## config.mk

```make
export PLATFORM = sky130hd
export DESIGN_NAME = clb_cfg_loader
export DESIGN_NICKNAME = d
export VERILOG_FILES = /design/src/rtl/clb_cfg_pkg.sv /design/src/rtl/cfg_piso.sv /design/src/rtl/clb_cfg_loader.sv
export SDC_FILE = /design/constraint.sdc
export NUM_CORES = 1
export LEC_CHECK = 0
export BUFFER_PORTS_ARGS = -buffer_cell sky130_fd_sc_hd__buf_2
export CAP_MARGIN = 10
export CORE_MARGIN = 2
export CORE_UTILIZATION = 57
export CTS_CLUSTER_SIZE = 25
export DETAILED_ROUTE_END_ITERATION = 8
export GPL_ROUTABILITY_DRIVEN = 0
export PLACE_DENSITY = 0.8
export SLEW_MARGIN = 20
export SYNTH_ARGS = -nofsm -noshare
export SYNTH_HDL_FRONTEND = slang
export SYNTH_SLANG_ARGS = --single-unit
```

## constraint.sdc

```tcl
create_clock -name clk -period 1.8 [get_ports clk]
set_clock_uncertainty 0.1 [all_clocks]
set_input_delay 0.54 -clock clk [delete_from_list [all_inputs] [get_ports clk]]
set_output_delay 0.54 -clock clk [all_outputs]
set_load 0.05 [all_outputs]
```

## src/rtl/clb_cfg_pkg.sv

```systemverilog
// ---------------------------------------------------------------------------
// clb_cfg_pkg : shared constants, FSM encoding and sizing helpers for the
//               CLB configuration loader.                          rev 1.0
// ---------------------------------------------------------------------------
`default_nettype none

package clb_cfg_pkg;

   localparam logic [7:0] DEF_SYNC_BYTE = 8'hA5;

   typedef enum logic [1:0] {
      ST_IDLE  = 2'd0,
      ST_LOAD  = 2'd1,
      ST_SHIFT = 2'd2,
      ST_CHECK = 2'd3
   } state_t;

   function automatic int clog2(input int value);
      int r;
      r = 0;
      while ((1 << r) < value) r = r + 1;
      return r;
   endfunction

   function automatic int frame_bits(input int num_clb, input int lut_bits, input int mode_bits);
      return num_clb * (lut_bits + mode_bits);
   endfunction

   function automatic int frame_bytes(input int num_clb, input int lut_bits, input int mode_bits);
      return frame_bits(num_clb, lut_bits, mode_bits) / 8;
   endfunction

endpackage

`default_nettype wire

```

## src/rtl/cfg_piso.sv

```systemverilog
// ---------------------------------------------------------------------------
// cfg_piso : 8-bit parallel-load, MSB-first shift register.        rev 1.0
// ---------------------------------------------------------------------------
`default_nettype none

module cfg_piso (
   input  logic       clk,
   input  logic       rst,
   input  logic       load,
   input  logic       shift,
   input  logic [7:0] din,
   output logic       sout
);

   logic [7:0] shreg;

   // Load wins over shift; zeros enter at the LSB so the output idles low.
   always_ff @(posedge clk) begin
      if (rst) begin
         shreg <= 8'h00;
      end else if (load) begin
         shreg <= din;
      end else if (shift) begin
         shreg <= {shreg[6:0], 1'b0};
      end
   end

   assign sout = shreg[7];

endmodule

`default_nettype wire

```

## src/rtl/clb_cfg_loader.sv

```systemverilog
// ---------------------------------------------------------------------------
// clb_cfg_loader : host byte-stream frame checker and bit-serial writer for
//                  the CLB configuration shadow chain.             rev 1.0
// ---------------------------------------------------------------------------
`default_nettype none

import clb_cfg_pkg::*;

module clb_cfg_loader #(
   parameter int         NUM_CLB   = 4,
   parameter int         LUT_BITS  = 32,
   parameter int         MODE_BITS = 2,
   parameter logic [7:0] SYNC_BYTE = DEF_SYNC_BYTE
) (
   input  logic       clk,
   input  logic       rst,
   input  logic [7:0] in_data,
   input  logic       in_valid,
   output logic       in_ready,
   output logic       cfg_sdata,
   output logic       cfg_shift,
   output logic       cfg_latch,
   output logic       busy,
   output logic       done,
   output logic       err
);

   localparam int FRAME_BITS  = frame_bits(NUM_CLB, LUT_BITS, MODE_BITS);
   localparam int FRAME_BYTES = frame_bytes(NUM_CLB, LUT_BITS, MODE_BITS);
   localparam int BCNT_W      = clog2(FRAME_BYTES + 1);

   generate
      if ((FRAME_BITS % 8) != 0) begin : g_frame_bits_check
         $error("clb_cfg_loader: FRAME_BITS must be a multiple of 8");
      end
   endgenerate

   state_t            state;
   state_t            state_nx;
   logic [BCNT_W-1:0] byte_cnt;
   logic [2:0]        bit_cnt;
   logic [7:0]        csum;
   logic [7:0]        rx_csum;
   logic              piso_load;
   logic              piso_sout;
   logic              is_sync;
   logic              payload_full;

   assign is_sync      = (in_data == SYNC_BYTE);
   assign payload_full = (byte_cnt == BCNT_W'(FRAME_BYTES));

   always_comb begin
      state_nx  = state;
      in_ready  = 1'b0;
      piso_load = 1'b0;
      cfg_shift = 1'b0;
      cfg_latch = 1'b0;
      unique case (state)
         ST_IDLE: begin
            in_ready = 1'b1;
            if (in_valid && is_sync) state_nx = ST_LOAD;
         end
         ST_LOAD: begin
            in_ready = 1'b1;
            if (in_valid) begin
               if (payload_full) begin
                  state_nx = ST_CHECK;
               end else begin
                  piso_load = 1'b1;
                  state_nx  = ST_SHIFT;
               end
            end
         end
         ST_SHIFT: begin
            cfg_shift = 1'b1;
            if (bit_cnt == 3'd7) state_nx = ST_LOAD;
         end
         ST_CHECK: begin
            cfg_latch = (rx_csum == csum);
            state_nx  = ST_IDLE;
         end
         default: state_nx = ST_IDLE;
      endcase
   end

   always_ff @(posedge clk) begin
      if (rst) begin
         state    <= ST_IDLE;
         byte_cnt <= '0;
         bit_cnt  <= 3'd0;
         csum     <= 8'h00;
         rx_csum  <= 8'h00;
         done     <= 1'b0;
         err      <= 1'b0;
      end else begin
         state <= state_nx;
         unique case (state)
            ST_IDLE: begin
               if (in_valid && is_sync) begin
                  done     <= 1'b0;
                  err      <= 1'b0;
                  csum     <= 8'h00;
                  byte_cnt <= '0;
               end
            end
            ST_LOAD: begin
               if (in_valid) begin
                  if (payload_full) begin
                     rx_csum <= in_data;
                  end else begin
                     csum     <= csum ^ in_data;
                     byte_cnt <= byte_cnt + 1'b1;
                  end
               end
            end
            ST_SHIFT: bit_cnt <= bit_cnt + 3'd1;
            ST_CHECK: begin
               if (rx_csum == csum) done <= 1'b1;
               else                 err  <= 1'b1;
            end
            default: ;
         endcase
      end
   end

   cfg_piso u_piso (
      .clk   (clk),
      .rst   (rst),
      .load  (piso_load),
      .shift (cfg_shift),
      .din   (in_data),
      .sout  (piso_sout)
   );

   // Gate the data so the chain input is quiet whenever it is not sampling.
   assign cfg_sdata = cfg_shift & piso_sout;
   assign busy      = (state != ST_IDLE);

endmodule

`default_nettype wire
```

==> flow_summary.yaml <==
route:
  routed-via-count: 1707
  drc: 0
  wire_per_inst_um: 17.75
  via_per_inst: 6.207
  drtAntennaViolNets: 0
  wl_um: 4881
  firstDrtPassIters: 4
  dr.first_iter.drc_count: 128
finish:
  final_common_cell: "buf_4"
  antenna_cells: 0
  most-common-layout-cells: "buf_4 (31), dfxtp_1 (28), nand2_1 (27)"
  fin_area_um2: 2295
  final_layout_size_suffix_gt1_share_pct: 35.95
  fin_nets: 256
  fillerInstances: 188
  seq_area_um2: 730.7
  multiInputGateArea_um2: 1003
  area_delta_synth_final_pct: 30.81
grt:
  grt_max_degree: 21
  grt-ovfl-total: 0
  grt_pass1_wl_um: 7831
  grt_pass1_vias: 1688
  antenna_found_initial: 0
  grtUsageTotal_pct: 29.60
yosys:
  ys_ff_latch: 36
  syn_area_um2: 1754
  async_reset_ff_share_pct: 0
  synth_seq_area_share_pct: 41.08
  synth_nets: 210
  synth_ff_type: "dfxtp_1"
  synth_edf_count: 0
  synthCells: 195
  yosysWarnings: 0
  synth_area_per_cell_um2: 8.996
  synth.distinct_cells: 43
timing:
  setup_viol: 3
  post-route-period-util_pct: 119.7
  final.setup.tns_ns: -0.4023
  finalHoldViolCount: 0
  fmax_ghz: 0.4640
  rsz0062_at_grt: "yes"
  fin_crit_ns: 2.155
  slew_violations: 0
  max_slew_margin_pct: 79.37
  setup_ws_ns: -0.3552
  worstMarginPinSlew_ns: 0.3086
die:
  ios: 18
  rows: 20
  dieArea_um2: 3537
  fp.coreArea_um2: 2978
  start_util_pct: 58.91
  die_h_um: 59.48
  die_width_um: 59.48
pwr:
  peakVddDrop_mv: 0.6582
  p_per_area_nw_per_um2: 576.9
  static-leakage-power_uw: 0.0009056
critical_path:
  max_stage_delay_ns: 0.35
  rrSetupSlack_ns: 0.02
  crit_path_cell_trace: "xnor2_2 > nand4_1 > nor2_2 > and3_4 > buf_8"
  critPathLaunchType: "flip-flop"
  crit_type: "reg -> out"
  rr_worst_depth: 7
  r2r-start: "state[1]"
  crit_fanout: 2
  end_kind: "output port"
  cp_data_required_time_ns: 1.16
  critPathArrivalTime_ns: 1.52
  r2r_end: "csum[3]"
  cpMaxStageDelayCell: "dfxtp_2"
clock_tree:
  htree_levels: 2
  cts_tree: "done"
  clockBufferDepth: 2
  clock_sinks: 36
  root_buffer: "clkbuf_4"
  cts_inserted_buffers: 5
  clk_latency_ns: 0.35
  clkTransAtPathRegs_ns: 0.11
flow_run:
  drv_cap: 0
placement:
  port_buffers: 17
  dp_hpwl_um: 3115
  placed_area_um2: 2038
hold_path:
  hp-start: "u_piso.shreg[5]"
  holdPathEnd: "u_piso.shreg[5]"
  min_path_cells: 2
  hold_class: "reg -> reg"
run_status:
  outcome: "complete, but fails checks"
  violations: "setup timing"
==> cell families (layout without fill, tap and decap cells) <==
| logic type | Yosys count | in the layout | share of synthesized area (%) |
|---|---|---|---|
| and+or+nand+nor | 74 | 74 | 22.40 |
| AOI/OAI and AO/OA | 39 | 39 | 16.33 |
| DFF | 36 | 36 | 41.08 |
| buffers and inverters | 22 | 69 | 6.561 |
| muxes | 11 | 11 | 6.277 |
| xor gates and xnor gates | 9 | 9 | 4.494 |
| adders and majority gates | 4 | 4 | 2.853 |
==> metal layers <==
metal,up-vias,GRT usage [%],wire length (um)
met5,-,0,0
met4,0,16.23,207
met3,25,6.769,284
met2,78,50.39,2546
met1,828,33.92,1842
li1,776,-,-
==> sequential cells by signal, indices dropped and copies added, names as in the netlist <==
signal,count
done,1
rx_csum,8
csum,8
state,2
err,1
bit_cnt,3
byte_cnt,5
u_piso.shreg,8
==> critical path: cells and delay by family, from the launching register on <==
kind	cells	cell delay [ns]
buffers and inverters	1	0.14
flip-flops	1	0.35
XOR/XNOR	1	0.18
AND/OR/NAND/NOR	3	0.50
==> worst max-delay path by stage <==
stage               slack (ns)  cells past startpoint        end  startpoint
floorplan                -0.01                      5  cfg_sdata    state[1]
global placement         -0.09                      5  cfg_latch     csum[0]
detailed placement       -0.14                      5  cfg_latch  rx_csum[0]
CTS                      -0.34                      5  cfg_latch     csum[0]
global route             -0.41                      5  cfg_latch     csum[7]
finish                   -0.36                      5  cfg_latch     csum[0]
==> synth_stat cells (all sizes together) (5+ instances only) <==
master | instances | area share, %
nand2 | 27 | 5.8
mux2i | 11 | 6.3
buf | 9 | 3.8
xnor2 | 9 | 4.5
or2b | 5 | 2.1
a21oi | 13 | 3.9
inv | 9 | 1.9
a311oi | 6 | 3.4
nor2 | 16 | 3.4
dfxtp | 36 | 41
==> cell type report <==
cell class	instances	share of cell area, %
flip-flops and latches	36	31.84
inverters	9	1.472
repair buffers	52	18.59
well taps	33	1.799
clock buffers	8	2.563
multi-input cells	137	43.73
==> timing repair <==
item                                    CTS  global route
gates resized for setup                  28            13
pin swaps                                 8             4
endpoints found under the setup margin    5            17
setup buffers                             7             1
hold buffers                              0             0
==> report_power, final <==
group | internal [uW] | total [uW] | switching [uW] | leakage (uW)
clock | 193 | 461 | 268 | 0.0000326
sequential | 796 | 797 | 0.414 | 0.000294
combinational | 26.6 | 66.1 | 39.5 | 0.000579
total | 1020 | 1320 | 308 | 0.000906
==> per-stage QoR <==
step / power (uW) / hold WS, ns / utilization (%) / worst slack, ns / cells
floorplan: 835.6 / 0.3322 / - / -0.01084 / 195
global placement: 873.6 / 0.3439 / 68.45 / -0.09158 / 260
finish: 1324 / 0.3735 / 77.06 / -0.3552 / 275
CTS: 1324 / 0.3734 / 75.21 / -0.3413 / 275
detailed placement: 875.7 / 0.3539 / 68.45 / -0.1378 / 260
global route: 1370 / 0.3981 / 77.06 / -0.4110 / 275
No activity file was read; power rests on OpenSTA's default activity.
